`config.mk`:
```
export PLATFORM = sky130hd
export DESIGN_NAME = soc_bus_ctrl
export DESIGN_NICKNAME = d
export VERILOG_FILES = /design/src/rtl/soc_bus_pkg.sv /design/src/rtl/soc_bus_ctrl_intc.sv /design/src/rtl/soc_bus_ctrl.sv
export SDC_FILE = /design/constraint.sdc
export NUM_CORES = 1
export LEC_CHECK = 0
export BUFFER_PORTS_ARGS = -buffer_cell sky130_fd_sc_hd__buf_2
export CAP_MARGIN = 20
export CORE_AREA = 2 2 183 185
export CTS_CLUSTER_DIAMETER = 40
export DETAILED_ROUTE_END_ITERATION = 12
export DIE_AREA = 0 0 185 187
export MAX_ROUTING_LAYER = met4
export SLEW_MARGIN = 20
export SYNTH_ARGS = -nofsm -noshare
export SYNTH_HDL_FRONTEND = slang
export SYNTH_SLANG_ARGS = --single-unit
```
`constraint.sdc`:
```
create_clock -name clk -period 2.05 [get_ports clk]
set_input_delay 0.1025 -clock clk [delete_from_list [all_inputs] [get_ports clk]]
set_output_delay 0.1025 -clock clk [all_outputs]
set_load 0.05 [all_outputs]
```
`src/rtl/soc_bus_pkg.sv`:
```
// Shared types and constants for the SoC bus controller: target select,
// interrupt-controller register map and fixed encodings.
package soc_bus_pkg;

    typedef enum logic [2:0] {
        SEL_NONE,
        SEL_LOCAL,
        SEL_INTC,
        SEL_PERIPH,
        SEL_UNMAPPED
    } sel_e;

    // Wide enough to index up to 32 peripheral slots.
    localparam int PIDX_W = 5;

    localparam int INTC_PENDING = 0;
    localparam int INTC_MASK    = 1;
    localparam int INTC_STATUS  = 2;
    localparam int INTC_ID      = 3;
    localparam int INTC_ERR     = 4;

    localparam int          ERR_FLAG_BIT = 31;
    localparam logic [31:0] ID_NONE      = 32'hFFFF_FFFF;

endpackage

```
`src/rtl/soc_bus_ctrl_intc.sv`:
```
// Interrupt controller register block: edge-detected PENDING, MASK, sticky
// ERR capture, lowest-index priority encoder and the registered CPU interrupt.
module intc_regs
    import soc_bus_pkg::*;
#(
    parameter int ADDR_W    = 14,
    parameter int PERIPH_AW = 4,
    parameter int NUM_IRQ   = 8
) (
    input  logic                 clk,
    input  logic                 rst,
    input  logic [NUM_IRQ-1:0]   irq_i,
    input  logic                 we_i,
    input  logic [PERIPH_AW-1:0] reg_addr_i,
    input  logic [NUM_IRQ-1:0]   wdata_i,
    input  logic                 err_set_i,
    input  logic [ADDR_W-1:0]    err_addr_i,
    output logic [31:0]          rdata_o,
    output logic                 interrupt_o
);

    logic [NUM_IRQ-1:0] irq_hist_q;
    logic [NUM_IRQ-1:0] pending_q, pending_d;
    logic [NUM_IRQ-1:0] mask_q, mask_d;
    logic               err_flag_q, err_flag_d;
    logic [ADDR_W-1:0]  err_addr_q, err_addr_d;
    logic               interrupt_q;
    logic [NUM_IRQ-1:0] status;
    logic [31:0]        id;

    assign status      = pending_q & mask_q;
    assign interrupt_o = interrupt_q;

    always_comb begin
        pending_d  = pending_q;
        mask_d     = mask_q;
        err_flag_d = err_flag_q;
        err_addr_d = err_addr_q;
        if (we_i && reg_addr_i == PERIPH_AW'(INTC_PENDING))
            pending_d = pending_q & ~wdata_i;
        // A new edge in the same cycle as its W1C must not be lost.
        pending_d = pending_d | (irq_i & ~irq_hist_q);
        if (we_i && reg_addr_i == PERIPH_AW'(INTC_MASK))
            mask_d = wdata_i;
        if (we_i && reg_addr_i == PERIPH_AW'(INTC_ERR)) begin
            err_flag_d = 1'b0;
            err_addr_d = '0;
        end else if (err_set_i && !err_flag_q) begin
            err_flag_d = 1'b1;
            err_addr_d = err_addr_i;
        end
    end

    always_ff @(posedge clk or posedge rst) begin
        if (rst) begin
            irq_hist_q  <= '0;
            pending_q   <= '0;
            mask_q      <= '0;
            err_flag_q  <= 1'b0;
            err_addr_q  <= '0;
            interrupt_q <= 1'b0;
        end else begin
            irq_hist_q  <= irq_i;
            pending_q   <= pending_d;
            mask_q      <= mask_d;
            err_flag_q  <= err_flag_d;
            err_addr_q  <= err_addr_d;
            interrupt_q <= |status;
        end
    end

    always_comb begin
        id = ID_NONE;
        for (int i = NUM_IRQ - 1; i >= 0; i--) begin
            if (status[i]) id = 32'(i);
        end
    end

    always_comb begin
        rdata_o = '0;
        case (reg_addr_i)
            PERIPH_AW'(INTC_PENDING): rdata_o = 32'(pending_q);
            PERIPH_AW'(INTC_MASK):    rdata_o = 32'(mask_q);
            PERIPH_AW'(INTC_STATUS):  rdata_o = 32'(status);
            PERIPH_AW'(INTC_ID):      rdata_o = id;
            PERIPH_AW'(INTC_ERR): begin
                rdata_o[ERR_FLAG_BIT] = err_flag_q;
                rdata_o[ADDR_W-1:0]   = err_addr_q;
            end
            default:                  rdata_o = '0;
        endcase
    end

endmodule

```
`src/rtl/soc_bus_ctrl.sv`:
```
// CPU-side bus controller: decodes word addresses into local memory, the
// interrupt controller and NUM_PERIPH slots, and returns read data one cycle later.
module soc_bus_ctrl
    import soc_bus_pkg::*;
#(
    parameter int ADDR_W     = 14,
    parameter int LOCAL_AW   = 12,
    parameter int PERIPH_AW  = 4,
    parameter int NUM_PERIPH = 8,
    parameter int NUM_IRQ    = 8
) (
    input  logic                     clk,
    input  logic                     rst,
    input  logic                     mem_ctrl_we,
    input  logic [ADDR_W-1:0]        mem_ctrl_addr,
    input  logic [31:0]              mem_ctrl_in,
    output logic [31:0]              mem_ctrl_out,
    output logic                     local_mem_we,
    output logic [LOCAL_AW-1:0]      local_mem_addr,
    output logic [31:0]              local_mem_in,
    input  logic [31:0]              local_mem_out,
    output logic [NUM_PERIPH-1:0]    p_we,
    output logic [PERIPH_AW-1:0]     p_addr,
    output logic [31:0]              p_in,
    input  logic [NUM_PERIPH*32-1:0] p_out,
    input  logic [NUM_IRQ-1:0]       irq_in,
    output logic                     interrupt
);

    localparam int                SLOT_W     = ADDR_W - PERIPH_AW;
    localparam logic [ADDR_W-1:0] LOCAL_BASE = ADDR_W'(1 << LOCAL_AW);

    sel_e              sel, sel_q;
    logic [SLOT_W-1:0] slot;
    logic [PIDX_W-1:0] pidx, pidx_q;
    logic [31:0]       intc_rdata, intc_rdata_q;
    logic              intc_we;

    always_comb begin
        slot = SLOT_W'((mem_ctrl_addr - LOCAL_BASE) >> PERIPH_AW);
        pidx = PIDX_W'(slot - SLOT_W'(1));
        if (mem_ctrl_addr < LOCAL_BASE)
            sel = SEL_LOCAL;
        else if (slot == '0)
            sel = SEL_INTC;
        else if (slot <= SLOT_W'(NUM_PERIPH))
            sel = SEL_PERIPH;
        else
            sel = SEL_UNMAPPED;
    end

    assign local_mem_addr = mem_ctrl_addr[LOCAL_AW-1:0];
    assign p_addr         = mem_ctrl_addr[PERIPH_AW-1:0];
    assign local_mem_in   = mem_ctrl_in;
    assign p_in           = mem_ctrl_in;
    assign local_mem_we   = mem_ctrl_we && (sel == SEL_LOCAL);
    assign intc_we        = mem_ctrl_we && (sel == SEL_INTC);

    always_comb begin
        p_we = '0;
        for (int k = 0; k < NUM_PERIPH; k++)
            p_we[k] = mem_ctrl_we && (sel == SEL_PERIPH) && (pidx == PIDX_W'(k));
    end

    intc_regs #(
        .ADDR_W    (ADDR_W),
        .PERIPH_AW (PERIPH_AW),
        .NUM_IRQ   (NUM_IRQ)
    ) u_intc (
        .clk         (clk),
        .rst         (rst),
        .irq_i       (irq_in),
        .we_i        (intc_we),
        .reg_addr_i  (mem_ctrl_addr[PERIPH_AW-1:0]),
        .wdata_i     (mem_ctrl_in[NUM_IRQ-1:0]),
        .err_set_i   (sel == SEL_UNMAPPED),
        .err_addr_i  (mem_ctrl_addr),
        .rdata_o     (intc_rdata),
        .interrupt_o (interrupt)
    );

    // Every cycle is a potential read; targets answer one cycle later.
    always_ff @(posedge clk or posedge rst) begin
        if (rst) begin
            sel_q        <= SEL_NONE;
            pidx_q       <= '0;
            intc_rdata_q <= '0;
        end else begin
            sel_q        <= sel;
            pidx_q       <= pidx;
            intc_rdata_q <= intc_rdata;
        end
    end

    always_comb begin
        mem_ctrl_out = '0;
        case (sel_q)
            SEL_LOCAL: mem_ctrl_out = local_mem_out;
            SEL_INTC:  mem_ctrl_out = intc_rdata_q;
            SEL_PERIPH: begin
                for (int k = 0; k < NUM_PERIPH; k++)
                    if (pidx_q == PIDX_W'(k)) mem_ctrl_out = p_out[32*k +: 32];
            end
            default:   mem_ctrl_out = '0;
        endcase
    end

endmodule

```
# Yosys cells after proc, flatten, opt, wreduce, memory -nomap -nowiden
# Cells that the tools add are included.
[word_totals] regBits=80 latchBits=0 ram_bits=0 rom_bits=0 input_bits=345 output_inout_bits=122 elab_cells=94 n_memories=0
[op_classes] add_sub_neg=2 multipliers=0 div=0 magnitude_cmp=2 eq_ne=25 shifts=0 muxes=28 n_bitwise=6 reduce_logical=22
[op_table] operator="$mux W32" n=16
[op_table] operator="$pmux W32 S3" n=1
[op_table] operator="$pmux W14 S5" n=1
[op_table] operator="$eq A5 B3 Y1 const B" n=8
[op_table] operator="$mux W14" n=2
[op_table] operator="$and A8 B8 Y8" n=3
[op_table] operator="$eq A5 B2 Y1 const B" n=4
[op_table] operator="$mux W17" n=1
[op_table] operator="$not A8 Y8" n=2
[op_table] operator="$logic_and A1 B1 Y1" n=15
[op_table] operator="$lt A14 B13 Y1 const B" n=1
[op_table] operator="$sub A14 B13 Y14 const B" n=1
[op_table] operator="$eq A3 B2 Y1 const B" n=4
[op_table] operator="$eq A5 B1 Y1 const B" n=2
[op_table] operator="$le A10 B4 Y1 const B" n=1
[op_table] operator="$logic_not A10 Y1" n=1
[op_table] operator="$logic_not A5 Y1" n=2
[op_table] operator="$mux W3" n=3
[op_table] operator="$eq A4 B2 Y1 const B" n=2
[op_table] operator="$mux W8" n=1
[op_table] operator="$or A8 B8 Y8" n=1
[op_table] operator="$reduce_or A8 Y1" n=1
[op_table] operator="$eq A3 B1 Y1 const B" n=2
[op_table] operator="$sub A5 B1 Y5 const B" n=1
[op_table] operator="8 further kinds" n=9

# Depth between registers and ports, before layout
# Gate-level depths: netlist of the first run.
[logic_depth] depth_word=10 mapped_depth=8 mapped_depth_nobuf=7

# Modules after synthesis
# A second synthesis of the first run with hierarchy kept.
[hier_totals] cells_unflattened=797 hier_area_um2=6867.8
[by_module_without_submodules] module="soc_bus_ctrl" n_inst=1 cells_each=621 area_per_inst_um2=4912.2 seq_area_each_um2=1001.0
[by_module_without_submodules] module="intc_regs" n_inst=1 cells_each=176 area_per_inst_um2=1955.6 seq_area_each_um2=1001.0

# Worst setup path before layout of the first run
# Ideal clock, no wire load.
[synth_timing] path_type="reg-to-output" from="register pidx_q[1]" to="output mem_ctrl_out[0]" arrival_ns=3.024 required_time_ns=1.947 path_slack_ns=-1.077 path_stages_with_launch=7 path_buffers=2 path_cell_list="dfrtp_1 > buf_2 > buf_1 > or3_1 > o22ai_1 > a21oi_1 > o41ai_1"
[synth_between] elab_chain_cells=10 elab_cells_between_ends=17 classes_between="7 x eq/ne; 9 x mux; 1 x reduce/logical"
[synth_rtl] element="from (decl)" line_no="soc_bus_ctrl.sv:35" source="logic [PIDX_W-1:0] pidx, pidx_q;"
[synth_rtl] element="from (signal assigned)" line_no="soc_bus_ctrl.sv:90" source="pidx_q <= pidx;"
[synth_rtl] element="$logic_not A5 Y1" line_no="soc_bus_ctrl.sv:102" source="if (pidx_q == PIDX_W'(k)) mem_ctrl_out = p_out[32*k +: 32];"
[synth_rtl] element="$mux W32 (7 in a row)" line_no="soc_bus_ctrl.sv:102"
[synth_rtl] element="$mux W32 *" line_no="soc_bus_ctrl.sv:102"
[synth_rtl] element="$pmux W32 S3 *" line_no="soc_bus_ctrl.sv:97" source="case (sel_q)"
[synth_rtl] element="to (decl)" line_no="soc_bus_ctrl.sv:17" source="output logic [31:0] mem_ctrl_out,"
# Every way passes the cells marked *; elsewhere a longest branch is shown, timed or not.

# Worst setup path in the final report of the first run
[layout_timing] from="register pidx_q[1]" to="output mem_ctrl_out[20]"
# Same word-level chain as after synthesis.

==> reports/metrics.cfg, run 1 <==
[global_route]
grt_use_met1 = 0.247
antenna_found_initial = 8
first_global_vias = 8217
met3_usage = 0.0533
grt_usage = 0.219
grt_max_degree = 36
grt_pass1_wl_mm = 53.9
busiest_layer = met2
overflow = 0
use_met2 = 0.380

[clocking]
cts.sinks = 64
clk_pin_slew_ns = 0.05
cts_buffers = 9
insertion_delay_ns = 0.33
cts_tree = built
htreeDepth = 3
cts_buffer_depth = 2
cts_root_buffer = clkbuf_16

[layout]
finalNonFillerCells = 1653
nFillCells = 3475
final_core_util = 0.335
final_cell_mix = 361 x buf_2, 97 x buf_4, 77 x nand2_1
drive_gt1_frac = 0.563
finalInstanceArea_sq_um = 11000
layout_commonest_cell = buf_2
syn_to_final_growth_pct = 75.7
nNetsFinal = 1540

[timing]
slew_violations = 0
setup_ws_ns = -0.611
relSlewSlack = 0.319
min_period_ns = 2.66
max_freq_mhz = 376
clock_skew_ns = 0.0104
finalSetupTns_ns = -11.26
worst_slew_pin_slew_ns = 1.02
setup_viol = 32
fin_crit_sh = 1.30
rsz0062_at_grt = true
final-hold-violation-count = 0

[synth]
synth_flop_cell = dfrtp_1
synthCells = 781
ys_seq_elements = 64
ys_seq_area_frac = 0.256
ys_async_sr_fraction = 1.00
syn_avg_cell_area_sq_um = 8.02
syn_area_sq_um = 6260
synth.distinct_cells = 61
yosys_warnings = 0
syn_nets = 1131
synth-edff-count = 0

[placed_design]
place.gp.congestion = 0.998
place_hpwl_mm = 31.2
placed_cells = 1596
post_dp_cell_area_sq_um = 9800
dpl_worst_slack_ns = -0.242
port-buffer-count = 394

[worst_setup_path]
endpoint_kind = output pin
crit_cells = 7
critPathMaxStageDelay_ns = 0.64
path_class = reg2out
required_ns = 1.95
r2r-end = intc_rdata_q[5]
path_cells = nor2b_4 -> and3b_2 -> buf_4 -> a222oi_1 -> a211o_1 -> o221ai_4 -> buf_6
r2r_cells = 6
r2r_setup_slack_ns = 0.36
start_kind = register
r2r_start = u_intc.pending_q[5]
cp_num_buf_inv = 2
path_max_fanout = 7
slowest_stage = a222oi_1
cp_top_family = compound AO/OA/AOI/OAI gates
arrival_ns = 2.56

[flow_run]
cap_viol_max_count = 0

[run_status]
run_status = finished with violations
violations = setup timing

[hold_path]
hold_class = in2reg
whs_endpoint = u_intc.err_addr_q[10]
hold_start = mem_ctrl_addr[10]
whs_path_depth = 3

[floorplan]
die-height_microns = 187
dieArea_sq_um = 34600
coreArea_sq_um = 32900
io_pins = 467
num_rows = 67
start_util = 0.191
die_x_microns = 185

[drt]
drt_pass1_iterations = 8
wl_mm = 38.2
route.detailed.drc = 0
dr_total_vias = 8042
vias_per_cell = 4.87
ant_nets = 0
wl_per_cell_microns = 23.1
drt_iter0_markers = 406

[power]
p_per_area_nw_per_um2 = 425
vdd_drop_max_mv = 0.339
leakagePower_nw = 4.88

## cell type report
class,count,area (sq um),share of cell area
antenna,10,25.0,0.00227
clock buffer,11,243,0.0221
clock inverter,5,56.3,0.00512
inverter,33,124,0.0113
multi-input combinational,535,4480,0.407
sequential,64,1610,0.146
tap,448,561,0.0509
timing repair buffer,547,3900,0.355
## timing repair
item	in CTS	in global routing
hold endpoints to repair	37	0
pin swaps	26	20
buffers inserted	12	11
resized for setup	115	35
hold buffers	9	0
setup endpoints to repair	32	40
gates cloned	2	2
## worst reg2reg max path, cell delays in order (launching register included)
cell      delay (ns)
dfrtp_1         0.43
a22oi_1         0.30
nand2_1         0.09
a221oi_1        0.29
nand3_1         0.18
buf_4           0.21
nand3_1         0.12
## registers in the layout, summed over array words and instances (netlist names)
register / count
intc_rdata_q: 16
u_intc.err_addr_q: 14
u_intc.irq_hist_q: 8
u_intc.mask_q: 8
u_intc.pending_q: 8
pidx_q: 5
sel_q: 3
u_intc.err_flag_q: 1
u_intc.interrupt_o: 1
## power breakdown
| part | internal (W) | switching (W) |
|---|---|---|
| clock network | 0.000971 | 0.000536 |
| registers | 0.00133 | 0.0000476 |
| logic | 0.000806 | 0.000981 |
| total | 0.00311 | 0.00157 |
## Yosys cell counts, types with 3 or more instances
cell type / instances / area [sq um]
nand2_1: 82 / 308
buf_4: 80 / 601
a21oi_1: 69 / 345
dfrtp_1: 64 / 1600
clkbuf_1: 47 / 176
a22oi_1: 46 / 345
inv_1: 33 / 124
o22ai_1: 27 / 169
o221ai_1: 25 / 219
nor2_1: 23 / 86.3
a222oi_1: 20 / 200
nand2b_1: 20 / 125
a21boi_0: 19 / 143
a2bb2oi_1: 19 / 166
a211o_1: 17 / 149
buf_2: 17 / 85.1
o22a_1: 14 / 123
mux2i_1: 12 / 120
nand3_1: 12 / 60.1
nor2b_1: 10 / 62.6
nor4_1: 9 / 56.3
o21ai_0: 9 / 45.0
o41ai_1: 9 / 78.8
a22o_1: 8 / 70.1
mux2_1: 8 / 90.1
o21ai_1: 8 / 40.0
a32oi_1: 7 / 61.3
o21ai_2: 6 / 52.6
and2_1: 5 / 31.3
ha_1: 5 / 62.6
o31ai_1: 5 / 37.5
and3b_1: 4 / 35.0
buf_1: 3 / 11.3
mux2_2: 3 / 33.8
## how the worst max path moves through the flow
stage                 startpoint          endpoint  slack (ns)
6_report               pidx_q[1]  mem_ctrl_out[20]       -0.61
5_1_grt                pidx_q[0]  mem_ctrl_out[27]       -0.62
4_1_cts                pidx_q[1]  mem_ctrl_out[14]       -0.48
3_5_place_dp           pidx_q[1]  mem_ctrl_out[20]       -0.24
3_3_place_gp           pidx_q[1]  mem_ctrl_out[20]       -0.26
2_1_floorplan  mem_ctrl_addr[11]           p_we[0]       -0.20
## kinds of logic (layout without fill, tap and decap cells)
kind of cell | count (synthesis) | count (layout) | synth area share
AO/OA/AOI/OAI | 322 | 322 | 0.380
buffers and inverters | 182 | 596 | 0.163
AND/OR/NAND/NOR | 181 | 181 | 0.147
flip-flops | 64 | 64 | 0.256
multiplexers | 23 | 23 | 0.0389
adder cells (fa/ha/maj) | 5 | 5 | 0.00999
XOR/XNOR | 4 | 4 | 0.00559
other | 0 | 10 | 0
## per-layer routing
metal | up-vias | share of wire
met5 | - | 0
met4 | 0 | 0.033
met3 | 50 | 0.070
met2 | 359 | 0.50
met1 | 3910 | 0.40
li1 | 3723 | -
## stage by stage
step	hold slack [ns]	total power, W
after floorplan	0.134	0.00243
after global placement	0.205	0.00300
after detailed placement	0.205	0.00301
after CTS	0.0188	0.00466
after global routing	0.0308	0.00490
final	0.0242	0.00467
(Power assumes the default switching activity.)
==> run 2, diff against run 1 <==
Settings changed: CORE_AREA 2 2 183 185 to 2 2 184 186, DIE_AREA 0 0 185 187 to 0 0 186 188, GPL_ROUTABILITY_DRIVEN from default to 0, SYNTH_HIERARCHICAL from default to 1.
==> run 2 against run 1 <==
Effect of this change:
- worst hold slack improved by 0.024 ns
- synthesized cell count grew 2.0%
- maximum frequency is 17% higher
- combinational power increased by 8%
- final cell count down 2.4%
- die area up 1.1%
- critical endpoint is now mem_ctrl_out[21]
- sequential cell count grew 16
- the flow still finishes with violations (setup timing)
- critical path depth shrank 2
- clock power up 7%
- worst setup slack improved by 0.38 ns
==> reports/metrics.cfg, run 2 <==
[run_status]
run_status = finished with violations
violations = setup timing

[synth]
ys_seq_elements = 80
synth_largest_area_cell = dfrtp_1
synth.distinct_cells = 56
synthCells = 797
synth_area_leaders = dfrtp_1 29%, buf_4 11%, mux2i_1 4.8%
synth-edff-count = 0
yosys_warnings = 6
syn_avg_cell_area_sq_um = 8.62
synth.most_common_cell = buf_4
ys_async_sr_fraction = 1.00
syn_nets = 1147
synth_flop_cell = dfrtp_1
synth_commonest_cells = 100 x buf_4, 80 x dfrtp_1, 63 x nand2_1, 51 x nor2_1, 38 x clkbuf_1
syn_area_sq_um = 6870
yosysTopAreaCellShare = 0.291
ys_seq_area_frac = 0.291

[drt]
vias_per_cell = 4.95
drt_iter0_markers = 681
wl_mm = 35.9
dr_total_vias = 7992
ant_nets = 0
drt_pass1_iterations = 5
wl_per_cell_microns = 22.2
route.detailed.drc = 0

[hold_path]
hold_start = mem_ctrl_in[0]
whs_endpoint = u_intc/mask_q[0]
hold_class = in2reg
whs_path_depth = 2

[floorplan]
io_pins = 467
start_util = 0.207
die_x_microns = 186
die-height_microns = 188
coreArea_sq_um = 33100
num_rows = 67
dieArea_sq_um = 35000

[worst_setup_path]
r2r_setup_slack_ns = 0.32
path_cells = or3b_4 -> nor3_4 -> nor4_4 -> a311o_1 -> buf_6
arrival_ns = 2.18
start_kind = register
critPathMaxStageDelay_ns = 0.55
worstSetupStartpoint = pidx_q[4]
required_ns = 1.95
endpoint_kind = output pin
cp_top_family = simple AND/OR/NAND/NOR gates
path_class = reg2out
cp_num_buf_inv = 1
path_max_fanout = 7
r2r_start = u_intc/mask_q[3]
r2r_cells = 5
r2r-end = intc_rdata_q[15]
slowest_stage = or3b_4

[clocking]
cts_buffers = 9
insertion_delay_ns = 0.33
cts_buffer_depth = 2
htreeDepth = 3
clk_pin_slew_ns = 0.06
cts_tree = built
cts.sinks = 80
cts_root_buffer = clkbuf_16

[power]
leakagePower_nw = 5.06
vdd_drop_max_mv = 0.294
p_per_area_nw_per_um2 = 492

[layout]
finalNonFillerCells = 1613
nNetsFinal = 1503
final_cell_mix = 362 x buf_2, 75 x dfrtp_1, 64 x buf_4
layout_commonest_cell = buf_2
drive_gt1_frac = 0.532
syn_to_final_growth_pct = 55.6
nFillCells = 3500
top_register = intc_rdata_q
top_regs = intc_rdata_q x32, u_intc/err_addr_q x14
largest_reg_flops = 32

[global_route]
grt_pass1_wl_mm = 49.6
overflow = 0
grt_usage = 0.199
first_global_vias = 7771
grt_max_degree = 41
antenna_found_initial = 8

[timing]
max_freq_mhz = 438
rsz0062_at_grt = true
setup_ws_ns = -0.233
timing.hold.ws_ns = 0.0479
setup_viol = 32
fin_crit_sh = 1.11
clock_skew_ns = 0.00428
worst_slew_pin_slew_ns = 0.992
min_period_ns = 2.28
final-hold-violation-count = 0
slew_violations = 0
relSlewSlack = 0.338

[placed_design]
place_hpwl_mm = 27.5
port-buffer-count = 394
placed_cells = 1557

[flow_run]
cap_viol_max_count = 0

==> run 2: cell types whose count changed in the layout (fill, tap and decap cells not counted), sizes merged, moves of 18 or more <==
cell	change
a21oi	-37
a221oi	+27
nand2	-18
a211oi	+18
a222oi	-18
nor2	+28
a2bb2oi	-19
mux2i	+21
a21boi	-18
buf	-40
==> run 2: how the worst max path moves through the flow <==
stage | end | slack, ns | depth (start not counted)
6_report | mem_ctrl_out[21] | -0.23 | 5
5_1_grt | mem_ctrl_out[21] | -0.29 | 5
4_1_cts | mem_ctrl_out[12] | -0.26 | 5
3_5_place_dp | p_we[7] | -0.19 | 9
3_3_place_gp | p_we[7] | -0.20 | 9
2_1_floorplan | mem_ctrl_out[14] | -0.06 | 6
==> run 2: area by class of cell <==
class                      count  area, sq um  area share
timing repair buffer         503         3380       0.316
sequential                    80         2010       0.188
clock buffer                  11          243      0.0227
multi-input combinational    540         4340       0.406
clock inverter                 4         53.8     0.00504
inverter                      19         78.8     0.00738
antenna                        8         20.0     0.00187
tap                          448          561      0.0525
==> run 2: power by group <==
part           internal, W  switching (W)  total (W)
Sequential         0.00166      0.0000616    0.00172
Combinational     0.000858        0.00107    0.00193
Clock             0.000975       0.000640    0.00161
==> run 2: cells by family after synthesis <==
kind of cell,count (synthesis),share of synthesized area
compound gates,252,0.279
xor+xnor,4,0.00510
fa+ha+maj,5,0.00911
buf+inv,180,0.160
flops,80,0.291
mux,54,0.0842
simple gates,222,0.172
==> run 2: repair_timing <==
action,in CTS,in global routing
gates cloned,7,1
endpoints found under the setup margin,40,34
buffers inserted,14,3
pin swaps,33,36
gates resized for setup,115,51
hold endpoints to repair,58,0
hold buffers,9,0
==> run 2: routing by layer <==
metal  part of all wire  up-vias  global-route usage
met5                  0        -                   -
met4              0.021        0              0.0675
met3              0.074       77              0.0437
met2               0.47      422               0.310
met1               0.43     3860               0.254
li1                   -     3633                   -
==> run 2: through the flow <==
stage	util	power, W	TNS (ns)	cell area (sq um)	worst slack (ns)
final	0.323	0.00526	-6.23	10700	-0.233
after global routing	0.323	0.00549	-7.91	10700	-0.288
after CTS	0.313	0.00521	-7.11	10400	-0.264
after detailed placement	0.279	0.00334	-2.05	9250	-0.189
after global placement	0.279	0.00333	-1.32	9250	-0.199
after floorplan	-	0.00285	-0.0572	6940	-0.0572
